## src/rtl/opb_reg_pkg.sv

```systemverilog
// Shared types and bus/user bit-order helpers for the PPC-to-Simulink register bank.
package opb_reg_pkg;

  localparam int unsigned OPB_DW    = 32;
  localparam int unsigned OPB_LANES = OPB_DW / 8;

  typedef enum logic {
    IDLE = 1'b0,
    ACK  = 1'b1
  } ack_state_e;

  // LSB position, in user (descending) order, of the byte covered by byte enable 'lane'.
  // Lane 0 is the most significant byte.
  function automatic int unsigned lane_lsb(input int unsigned lane);
    return OPB_DW - 8 * (lane + 1);
  endfunction

  // OPB bit 0 is the MSB; user bit 31 is the MSB.
  function automatic logic [OPB_DW-1:0] dbus_to_user(input logic [0:OPB_DW-1] d);
    logic [OPB_DW-1:0] u;
    u = '0;
    for (int unsigned i = 0; i < OPB_DW; i++) begin
      u[OPB_DW-1-i] = d[i];
    end
    return u;
  endfunction

  function automatic logic [0:OPB_DW-1] user_to_dbus(input logic [OPB_DW-1:0] u);
    logic [0:OPB_DW-1] d;
    d = '0;
    for (int unsigned i = 0; i < OPB_DW; i++) begin
      d[i] = u[OPB_DW-1-i];
    end
    return d;
  endfunction

endpackage

```

## src/rtl/opb_slave_ack_fsm.sv

```systemverilog
// OPB slave address decode and single-cycle IDLE/ACK handshake.
module opb_slave_ack_fsm
  import opb_reg_pkg::*;
#(
  parameter logic [31:0] C_BASEADDR   = 32'h01080300,
  parameter logic [31:0] C_HIGHADDR   = 32'h010803FF,
  parameter int          C_OPB_AWIDTH = 32
) (
  input  logic                    clk,
  input  logic                    rst,
  input  logic                    select,
  input  logic                    rnw,
  input  logic [0:C_OPB_AWIDTH-1] abus,
  output logic                    hit_wr,
  output logic                    hit_rd,
  output logic [C_OPB_AWIDTH-3:0] idx,
  output logic                    xfer_ack
);

  localparam logic [C_OPB_AWIDTH-1:0] BASE = C_BASEADDR[C_OPB_AWIDTH-1:0];
  localparam logic [C_OPB_AWIDTH-1:0] HIGH = C_HIGHADDR[C_OPB_AWIDTH-1:0];

  ack_state_e                state_q, state_d;
  logic [C_OPB_AWIDTH-1:0]   offset;
  logic                      in_window;
  logic                      unused_offset_lsbs;

  // State register.
  always_ff @(posedge clk) begin
    if (rst) begin
      state_q <= IDLE;
    end else begin
      state_q <= state_d;
    end
  end

  // Next state: a window hit in IDLE moves to ACK; ACK always returns to IDLE.
  always_comb begin
    in_window = select && (abus >= BASE) && (abus <= HIGH);
    state_d   = state_q;
    unique case (state_q)
      IDLE:    if (in_window) state_d = ACK;
      ACK:     state_d = IDLE;
      default: state_d = IDLE;
    endcase
  end

  // Outputs: hits are qualified by IDLE so select held through ACK is not re-sampled.
  always_comb begin
    offset             = abus - BASE;
    idx                = offset[C_OPB_AWIDTH-1:2];
    unused_offset_lsbs = ^offset[1:0];
    hit_wr             = (state_q == IDLE) && in_window && !rnw;
    hit_rd             = (state_q == IDLE) && in_window && rnw;
    xfer_ack           = (state_q == ACK);
  end

endmodule

```

## src/rtl/opb_register_ppc2simulink_bank.sv

```systemverilog
// Software-writable register bank: OPB writes with byte enables, readback, per-register update strobes.
module opb_register_ppc2simulink_bank
  import opb_reg_pkg::*;
#(
  parameter logic [31:0] C_BASEADDR   = 32'h01080300,
  parameter logic [31:0] C_HIGHADDR   = 32'h010803FF,
  parameter int          C_OPB_AWIDTH = 32,
  parameter int          C_OPB_DWIDTH = 32,
  parameter string       C_FAMILY     = "virtex6",
  parameter int          C_NUM_REGS   = 4,
  parameter logic [31:0] C_INIT_VALUE = 32'h00000000
) (
  input  logic                      OPB_Clk,
  input  logic                      OPB_Rst,
  input  logic [0:C_OPB_AWIDTH-1]   OPB_ABus,
  input  logic [0:C_OPB_DWIDTH/8-1] OPB_BE,
  input  logic [0:C_OPB_DWIDTH-1]   OPB_DBus,
  input  logic                      OPB_RNW,
  input  logic                      OPB_select,
  input  logic                      OPB_seqAddr,
  output logic [0:C_OPB_DWIDTH-1]   Sl_DBus,
  output logic                      Sl_xferAck,
  output logic                      Sl_errAck,
  output logic                      Sl_retry,
  output logic                      Sl_toutSup,
  output logic [32*C_NUM_REGS-1:0]  user_data_out,
  output logic [C_NUM_REGS-1:0]     user_data_valid
);

  localparam int    IDX_W         = C_OPB_AWIDTH - 2;
  localparam string unused_family = C_FAMILY;

  logic [OPB_DW-1:0]   regs_q  [C_NUM_REGS];
  logic [OPB_DW-1:0]   regs_d  [C_NUM_REGS];
  logic [C_NUM_REGS-1:0] valid_q, valid_d;
  logic [0:OPB_DW-1]   sl_dbus_q, sl_dbus_d;
  logic [OPB_DW-1:0]   wr_user;
  logic                hit_wr, hit_rd;
  logic [IDX_W-1:0]    idx;
  logic                unused_seq;

  opb_slave_ack_fsm #(
    .C_BASEADDR  (C_BASEADDR),
    .C_HIGHADDR  (C_HIGHADDR),
    .C_OPB_AWIDTH(C_OPB_AWIDTH)
  ) u_ack_fsm (
    .clk     (OPB_Clk),
    .rst     (OPB_Rst),
    .select  (OPB_select),
    .rnw     (OPB_RNW),
    .abus    (OPB_ABus),
    .hit_wr  (hit_wr),
    .hit_rd  (hit_rd),
    .idx     (idx),
    .xfer_ack(Sl_xferAck)
  );

  // Byte-enable merge, update strobe and read mux; out-of-range indices match no register.
  always_comb begin
    regs_d    = regs_q;
    valid_d   = '0;
    sl_dbus_d = '0;
    wr_user   = dbus_to_user(OPB_DBus);
    for (int unsigned k = 0; k < C_NUM_REGS; k++) begin
      if (idx == IDX_W'(k)) begin
        if (hit_wr) begin
          for (int unsigned b = 0; b < OPB_LANES; b++) begin
            if (OPB_BE[b]) begin
              regs_d[k][lane_lsb(b) +: 8] = wr_user[lane_lsb(b) +: 8];
            end
          end
          valid_d[k] = 1'b1;
        end
        if (hit_rd) begin
          sl_dbus_d = user_to_dbus(regs_q[k]);
        end
      end
    end
  end

  // Register array, strobes and read data update on the IDLE->ACK edge.
  always_ff @(posedge OPB_Clk) begin
    if (OPB_Rst) begin
      for (int unsigned k = 0; k < C_NUM_REGS; k++) begin
        regs_q[k] <= C_INIT_VALUE;
      end
      valid_q   <= '0;
      sl_dbus_q <= '0;
    end else begin
      regs_q    <= regs_d;
      valid_q   <= valid_d;
      sl_dbus_q <= sl_dbus_d;
    end
  end

  // Flatten registers onto the user bus and tie off unused OPB responses.
  always_comb begin
    user_data_out = '0;
    for (int unsigned k = 0; k < C_NUM_REGS; k++) begin
      user_data_out[32*k +: 32] = regs_q[k];
    end
    user_data_valid = valid_q;
    Sl_DBus         = sl_dbus_q;
    Sl_errAck       = 1'b0;
    Sl_retry        = 1'b0;
    Sl_toutSup      = 1'b0;
    unused_seq      = OPB_seqAddr;
  end

endmodule
```

## config.mk

```make
export PLATFORM = sky130hd
export DESIGN_NAME = opb_register_ppc2simulink_bank
export DESIGN_NICKNAME = d
export VERILOG_FILES = /design/src/rtl/opb_reg_pkg.sv /design/src/rtl/opb_slave_ack_fsm.sv /design/src/rtl/opb_register_ppc2simulink_bank.sv
export SDC_FILE = /design/constraint.sdc
export NUM_CORES = 1
export LEC_CHECK = 0
export ABC_CLOCK_PERIOD_IN_PS = 3400
export BUFFER_PORTS_ARGS = -buffer_cell sky130_fd_sc_hd__buf_2
export CORE_MARGIN = 2
export CORE_UTILIZATION = 30
export DETAILED_ROUTE_END_ITERATION = 12
export GPL_TIMING_DRIVEN = 0
export PLACE_DENSITY = 0.57
export SLEW_MARGIN = 20
export SYNTH_ARGS = -nofsm -noshare
export SYNTH_HDL_FRONTEND = slang
export SYNTH_HIERARCHICAL = 1
export SYNTH_SLANG_ARGS = --single-unit
```

## constraint.sdc

```tcl
create_clock -name OPB_Clk -period 3.4 [get_ports OPB_Clk]
set_input_delay 0.51 -clock OPB_Clk [delete_from_list [all_inputs] [get_ports OPB_Clk]]
set_output_delay 0.51 -clock OPB_Clk [all_outputs]
set_load 0.05 [all_outputs]
```

Word level (Yosys, flattened, before mapping)
Cells that the tools add are included.
- bitwise gates (word level): 5
- reduce and logical (&&, ||, !) cells: 27
- magnitude comparators: 2
- add/sub/neg operators: 1
- multiplexer cells: 11
- eq/ne operators: 3
- operators with widths (kind ; count):
    $mux 32 ; 8
    $eq 30x2->1 const B ; 2
    $reduce_and 3->1 ; 16
    $ge 32x25->1 const B ; 1
    $le 32x25->1 const B ; 1
    $sub 32x25->32 const B ; 1
    $eq 30x1->1 const B ; 1
    $logic_not 30->1 ; 1
    $reduce_or 2->1 ; 4
    $logic_and 1x1->1 ; 5
    $not 1->1 ; 5
    $mux 1 ; 2
    $pmux 1 s2 ; 1
    $logic_not 1->1 ; 1
- register bits after elaboration: 165
- input port bits: 73

Logic depth before layout (Yosys ltp)
Gate-level depths: netlist (run 1).
- word-level depth: 13
- mapped depth: 11

Cells and area by module
Netlist (run 1), hierarchy kept.
- by module, submodules not included (module ; cells each ; area each (µm²) ; instances):
    opb_register_ppc2simulink_bank ; 682 ; 7264.5 ; 1
    opb_slave_ack_fsm ; 84 ; 616.8 ; 1

Worst setup path before layout (run 1)
No wires, ideal clock.
- path type: input-to-reg
- from: input OPB_ABus[14] (netlist bit)
- to: register sl_dbus_q, in the netlist Sl_DBus[10]
- arrival: 3129 ps
- setup time: 73 ps
- data required time: 3327 ps
- slack: 198 ps
- cell stages on the path: 11
- path buffers: 3
- cell sequence: or4_4 > buf_6 > nor4_4 > o21bai_1 > xnor2_1 > nor4_2 > nand4_1 > or4_4 > buf_6 > buf_12 > nor3_2
- elaborated cells between the ends (all ways): 19
- RTL lines (element ; line ; RTL):
    start, declared ; opb_register_ppc2simulink_bank.sv:15 ; input logic [0:C_OPB_AWIDTH-1] OPB_ABus,
    $sub 32x25->32 * ; opb_slave_ack_fsm.sv:50 ; offset = abus - BASE;
    net idx[24] ; opb_register_ppc2simulink_bank.sv:39 ; logic [IDX_W-1:0] idx;
    $logic_not 30->1 ; opb_register_ppc2simulink_bank.sv:65 ; if (idx == IDX_W'(k)) begin
    $mux 32 ; opb_register_ppc2simulink_bank.sv:65 ;
    $mux 32 ; opb_register_ppc2simulink_bank.sv:74 ; if (hit_rd) begin
    $mux 32 ; opb_register_ppc2simulink_bank.sv:65 ;
    $mux 32 ; opb_register_ppc2simulink_bank.sv:74 ;
    $mux 32 ; opb_register_ppc2simulink_bank.sv:65 ;
    $mux 32 ; opb_register_ppc2simulink_bank.sv:74 ;
    $mux 32 * ; opb_register_ppc2simulink_bank.sv:65 ;
    end signal, assigned ; opb_register_ppc2simulink_bank.sv:92 ; sl_dbus_q <= sl_dbus_d;
    end, declared ; opb_register_ppc2simulink_bank.sv:36 ; logic [0:OPB_DW-1] sl_dbus_q, sl_dbus_d;
The timed path passes the listed nets; every way through them passes the cells marked *.
A chain may end at the register's enable or synchronous reset.

Worst setup path after layout (run 1)
- from: input OPB_ABus[19] (netlist bit)
- to: register sl_dbus_q, in the netlist Sl_DBus[9]
Same word-level chain as after synthesis.

==> results of run 1 <==
==> metrics by stage <==
stage | TNS, ns | total power, W | cells
4_1_cts | -0.0461 | 0.00442 | 1362
3_3_place_gp | -45.86 | 0.00227 | 1331
5_1_grt | 0 | 0.00453 | 1368
2_1_floorplan | 0 | 0.00215 | 768
6_report | 0 | 0.00439 | 1371
3_5_place_dp | -49.83 | 0.00227 | 1331
==> what timing repair did <==
item / CTS / global route
pin swaps: 0 / 6
setup buffers: 0 / 5
hold buffers: 0 / 0
resized for setup: 1 / 13
endpoints found under the setup margin: 3 / 139
==> cell families after synthesis <==
| family | Yosys count | share of synthesized area, % |
|---|---|---|
| adder cells (fa/ha/maj) | 1 | 0.159 |
| XOR/XNOR | 17 | 1.89 |
| multiplexers | 160 | 20.8 |
| AND/OR/NAND/NOR | 308 | 26.3 |
| AO/OA/AOI/OAI | 51 | 4.32 |
| other | 1 | 0.0476 |
| flip-flops | 165 | 41.9 |
| buffers and inverters | 63 | 4.54 |
==> cells in the final DEF (no fill, tap or decap), drive strengths merged, types with 2 or more instances in the layout <==
cell    Yosys  routed
xnor2       8       8
nor4b       2       2
o22ai      32      32
nand2       2       2
buf        28     261
and4        6       6
nor4       11      11
o211ai      2       2
and3        4       4
conb        1       3
clkbuf     31      51
o21ai       5       5
nand2b    161     161
nor2       47      47
a21oi       3       3
nor3       38      38
bufinv      0       5
or4         6       6
and4b       5       5
mux2i     128     128
diode       0       4
inv         4       7
dfxtp     165     165
o31ai       4       4
mux2       32      32
nand3      18      18
or3         3       3
xor2        9       9
clkinv      0       2
nand4b      2       2
nand4       2       2
==> routing by layer <==
| layer | track usage [%] | vias to the layer above |
|---|---|---|
| li1 | - | 3183 |
| met1 | 25.5 | 3137 |
| met2 | 31.2 | 189 |
| met3 | 4.86 | 25 |
| met4 | 4.31 | 2 |
| met5 | 0 | - |
==> state kept, by name, indices dropped and copies added, names as in the netlist <==
register	cells
user_data_out	128
u_ack_fsm/xfer_ack	1
Sl_DBus	32
user_data_valid	4
==> path summary, 6_finish.rpt <==
path | start | to | slack, ns
min | OPB_Rst | u_ack_fsm/xfer_ack$_SDFF_PP0_ | 0.27
max | OPB_ABus[19] | Sl_DBus[9]$_SDFF_PP0_ | 0.10
max reg2reg | u_ack_fsm/xfer_ack$_SDFF_PP0_ | user_data_out[120]$_SDFFE_PP0P_ | 1.10
min reg2reg | user_data_out[54]$_SDFFE_PP0P_ | user_data_out[54]$_SDFFE_PP0P_ | 0.49
==> layout make-up <==
class,instances,area (sq um)
fillers,2599,15700
multi-input cells,540,4310
flip-flops and latches,165,3300
repair buffers,233,1180
clock buffers,20,447
well taps,335,419
plain buffers,59,345
clock inverters,11,198
inverters,4,15.0
diodes,4,10.0
==> report_power, final <==
| group | internal (W) | switching, W |
|---|---|---|
| sequential | 0.00193 | 0.000000000000342 |
| combinational | 0.000117 | 0.000183 |
| clock | 0.00133 | 0.000828 |
| total | 0.00338 | 0.00101 |
==> worst reg2reg max path, cell delays in order (launching register included) <==
cell and delay [ns]:
dfxtp_1 0.33, nor4b_1 0.31, nand4b_1 0.21, nor2_1 0.19, and4_1 0.20, buf_2 0.33, nand3_2 0.40, mux2i_1 0.22
==> impl_metrics.toml, run 1 <==
[drt]
num_vias = 6536
routed_via_density = 4.77
wl_met2_microns = 12300
initialDrtViolationCount = 271
firstDrtPassIters = 4
met3_length_microns = 1450
top_layer = "met5"
drt-met1-wl_microns = 12600
wl_per_cell_microns = 19.5
ant_nets = 0
drcViolationCount = 0
routed_wirelength_microns = 26700

[layout]
finalInstanceArea_sq_um = 10200
utilization_pct = 39.5
layout-drive-gt1-share_pct = 36.9
area_growth_pct = 29.7
finish.net_count = 1094

[critical_path]
path_max_fanout = 10
critPathBufInv = 5
critPathRequiredTime_ns = 3.73
cp_num_cells = 13
path_class = "input pin to flop"
cp.arrival_ns = 3.63
max_stage_delay_ns = 0.57
cp-end-kind = "flop"
crit_chain = "buf_2 -> or3_1 -> clkbuf_1 -> o31ai_4 -> nand2_1 -> xnor2_1 -> nor4_2 -> buf_4 -> nand4_1 -> or4_4 -> buf_6 -> buf_12 -> nor3_2"
slowest_stage = "or4_4"
cp_top_family = "simple AND/OR/NAND/NOR gates"
start_kind = "input pin"
reg2reg_depth = 7

[synth]
synth-seq-area-share_pct = 41.9
yosys.area.top_type_share_pct = 41.9
synth_ff_type = "dfxtp_1"
syn_area_per_cell_sq_um = 10.3
yosysMostFrequentCell = "dfxtp_1"
ys_seq_elements = 165
synthTopCellsByCount = "dfxtp_1 (165), nand2b_1 (161), mux2i_1 (128), nor2_1 (47)"
synth_edf_count = 0
synth_area_sq_um = 7880
async_flop_share_pct = 0
synth_cell_types = 51
synth_area_leaders = "dfxtp_1 (42%), mux2i_1 (16%), nand2b_1 (13%)"
synthCells = 766
yosysWarnings = 6
synth_top_cell_by_area = "dfxtp_1"

[pwr]
peakVddDrop_mv = 0.262
p_leak_nw = 5.03
power.density_nw_per_um2 = 429

[timing]
skew_ns = 0.0116
max_freq_mhz = 303
fin_crit_sh_pct = 97.0
period_minus_slack_ns = 3.30
drv_slew = 0
hold_viol_final = 0
fin_hold_ws_ns = 0.271
worst_slack_ns = 0.104
final-setup-viol-count = 0
relSlewSlack_pct = 43.3
rsz0062_at_grt = "false"
worstMarginPinSlew_ns = 0.850

[grt]
grt_use_total_pct = 19.1
grt_overflow = 0
grt_pass1_vias = 6422
grt_pass1_wl_microns = 40200
antenna_found_initial = 3
grt_max_degree = 17

[hold_path]
worstHoldPathCells = 2
hp-class = "input pin to flop"

[outcome]
status = "finished clean"

[place]
pre_cts_ws_ns = -0.465
place_congestion = 0.835
dp_hpwl_microns = 19300
dpl_cell_area_sq_um = 9450
io_buffers = 228

[clock_tree]
clkTransAtPathRegs_ns = 0.07
cts_buffer_depth = 2
cts.sinks = 165
clock_latency_ns = 0.42
clockRootBuffer = "clkbuf_16"
cts_buffers = 17
cts_tree = "done"
htreeDepth = 4

[floorplanning]
io_pins = 241
fp.dieW_microns = 166
die_area_sq_um = 27600
core_sq_um = 25900
dieHeight_microns = 166
num_rows = 59
start_util_pct = 30.4

[run]
cap_violations = 0
Power figures use the tool's default switching activity.
==> run 2: changes to the inputs <==
Settings changed: ABC_AREA set to 1.
==> run 2 against run 1 <==
Sequential share of layout area is 0.39 points lower. Wire length up 33%. Cell area is 1.2% higher. Sequential power barely moved. Die area grew 4.2%. Global-route usage is 5.2 points higher. First-iteration DRC count rose by 120%. Cell count grew 33%. Critical path type unchanged. Critical endpoint is now user_data_out[31]$_SDFFE_PP0P_. Largest cell class unchanged. Highest routed layer unchanged.
==> impl_metrics.toml, run 2 <==
[synth]
synth_edf_count = 0
ys_seq_elements = 165
synth_area_sq_um = 8220
syn_area_per_cell_sq_um = 6.70
synth-xor-area-share_pct = 1.17
synthCells = 1227
synth_compound_area_share_pct = 12.2
yosysWarnings = 6
synth_mux_area_share_pct = 0
yosys.area.top_type_share_pct = 40.2
synth_top_family_by_area = "simple AND/OR/NAND/NOR gates"
synthTopCellsByCount = "nor2_1 (309), dfxtp_1 (165), nand2_1 (150), o21ai_0 (115), nand3_1 (101)"
yosys.area_share.simple_pct = 38.1
async_flop_share_pct = 0
synth_fa_ha_area_share_pct = 0.152
synth_ff_type = "dfxtp_1"
synth_top_cell_by_area = "dfxtp_1"
synth_area_leaders = "dfxtp_1 (40%), nor2_1 (14%), o21ai_0 (7.0%)"
synth_cell_types = 29
synth-seq-area-share_pct = 40.2
yosysMostFrequentCell = "nor2_1"

[timing]
worstMarginPinSlew_ns = 0.757
drv_slew = 0
fin_hold_ws_ns = 0.366
rsz0062_at_grt = "false"
relSlewSlack_pct = 49.6
period_minus_slack_ns = 3.00
final-setup-viol-count = 0
hold_viol_final = 0
skew_ns = 0.00869
max_freq_mhz = 333
fin_crit_sh_pct = 88.2

[floorplanning]
core_sq_um = 27000
die_area_sq_um = 28800
start_util_pct = 30.5
dieHeight_microns = 170
num_rows = 60
fp.dieW_microns = 170
io_pins = 241

[critical_path]
slowest_stage = "nor2_2"
cpMostUsedCell = "nand2_1"
critPathBufInv = 5
cp-end-kind = "flop"
cp_top_family = "simple AND/OR/NAND/NOR gates"
crit_chain = "buf_2 -> nand2_1 -> inv_1 -> nor2_1 -> nand2_1 -> inv_1 -> nand2_1 -> xor2_1 -> nor2_1 -> nand2_1 -> inv_2 -> nand2_1 -> nor2_4 -> nand2_2 -> nor2_2 -> inv_1 -> nor2_1 -> nor2_1"
start_kind = "input pin"
path_class = "input pin to flop"
critPathRequiredTime_ns = 3.72
cp.arrival_ns = 3.32
max_stage_delay_ns = 0.44
path_max_fanout = 9

[drt]
routed_via_density = 5.14
num_vias = 9412
wl_per_cell_microns = 19.4
initialDrtViolationCount = 588
firstDrtPassIters = 6
drcViolationCount = 0
routed_wirelength_microns = 35400
ant_nets = 0

[layout]
layout_common_cells = "nor2_1 (309), buf_2 (244), dfxtp_1 (165)"
finish.net_count = 1549
layout_commonest_cell = "nor2_1"
layout-drive-gt1-share_pct = 23.2
area_growth_pct = 25.9
largest_reg_flops = 128
fillers = 2922

[clock_tree]
hold_buffers = 0
cts_buffer_depth = 2
clkTransAtPathRegs_ns = 0.07
htreeDepth = 4
clockRootBuffer = "clkbuf_16"
clock_latency_ns = 0.43
cts_tree = "done"
ctsResizeCount = 0
cts_buffers = 17
post-cts-setup-buffers = 0
cts.sinks = 165

[run]
cap_violations = 0

[grt]
grt_use_total_pct = 24.3
grt_overflow = 0
grt_pass1_vias = 8961
grt_pass1_wl_microns = 53000
antenna_found_initial = 6
grt_max_degree = 17

[outcome]
status = "finished clean"

[pwr]
p_leak_nw = 4.88
power.density_nw_per_um2 = 391
p_total_w = 0.00405
peakVddDrop_mv = 0.295

[place]
io_buffers = 227
place_congestion = 0.917
dp_hpwl_microns = 26800

[hold_path]
hp-class = "input pin to flop"
## run 2: changes by cell type in the layout (fill, tap and decap cells not counted), sizes merged, moves of 77 or more
| cell | previous run | this run |
|---|---|---|
| nor2 | 47 | 337 |
| nand2b | 161 | 0 |
| nand2 | 2 | 158 |
| o21ai | 5 | 152 |
| mux2i | 128 | 0 |
| nand3 | 18 | 105 |
| inv | 7 | 84 |
## run 2: power by group
| group | total [W] | internal (W) | switching, W |
|---|---|---|---|
| Sequential | 0.00193 | 0.00193 | 0.000000000000413 |
| Combinational | 0.000254 | 0.0000789 | 0.000175 |
| Clock | 0.00186 | 0.00103 | 0.000836 |
## run 2: metal layers
layer / global-route usage (%) / part of all wire (%) / wire length, microns / up-vias
met2: 40.3 / 46 / 16500 / 393
li1: - / - / - / 4529
met4: 5.69 / 1.3 / 471 / 6
met1: 30.7 / 42 / 15000 / 4444
met3: 7.72 / 9.7 / 3430 / 40
met5: 0 / 0.10 / 36 / -
## run 2: tightest hold or removal path: stages
cell and delay (ns):
buf_2 0.12, nor2_1 0.05, nor2_1 0.08
## run 2: area by class of cell
type                       instances  area (sq um)  area share (%)
sequential                       165          3300            31.9
antenna                            1          2.50          0.0242
clock buffer                      20           447            4.32
tap                              341           427            4.12
inverter                          83           312            3.01
buffer                            74           355            3.43
clock inverter                    12           106            1.03
multi-input combinational        907          4260            41.2
timing repair buffer             227          1140            11.0
## run 2: metrics by stage
stage	TNS [ns]	instances	area (sq um)	utilization (%)	setup slack, ns
2_1_floorplan	0	1229	8230	-	0.861
3_3_place_gp	0	1797	9790	36.3	0.000357
3_5_place_dp	-0.0538	1797	9790	36.3	-0.0499
4_1_cts	0	1829	10300	38.4	0.389
5_1_grt	0	1829	10300	38.4	0.154
6_report	0	1830	10300	38.4	0.400
## run 2: logic make-up (layout without fill, tap and decap cells)
| group | Yosys count | after routing |
|---|---|---|
| buffers and inverters | 157 | 416 |
| flip-flops | 165 | 165 |
| adder cells (fa/ha/maj) | 1 | 1 |
| XOR/XNOR | 11 | 11 |
| other | 1 | 4 |
| AO/OA/AOI/OAI | 191 | 191 |
| AND/OR/NAND/NOR | 701 | 701 |
## run 2: final timing paths
kind | slack, ns | startpoint | endpoint | depth (start not counted)
max | 0.40 | OPB_ABus[23] | user_data_out[31]$_SDFFE_PP0P_ | 18
min | 0.37 | OPB_DBus[4] | user_data_out[27]$_SDFFE_PP0P_ | 3
max reg2reg | 0.67 | u_ack_fsm/xfer_ack$_SDFF_PP0_ | Sl_DBus[4]$_SDFF_PP0_ | 12
min reg2reg | 0.48 | user_data_out[45]$_SDFFE_PP0P_ | user_data_out[45]$_SDFFE_PP0P_ | 2
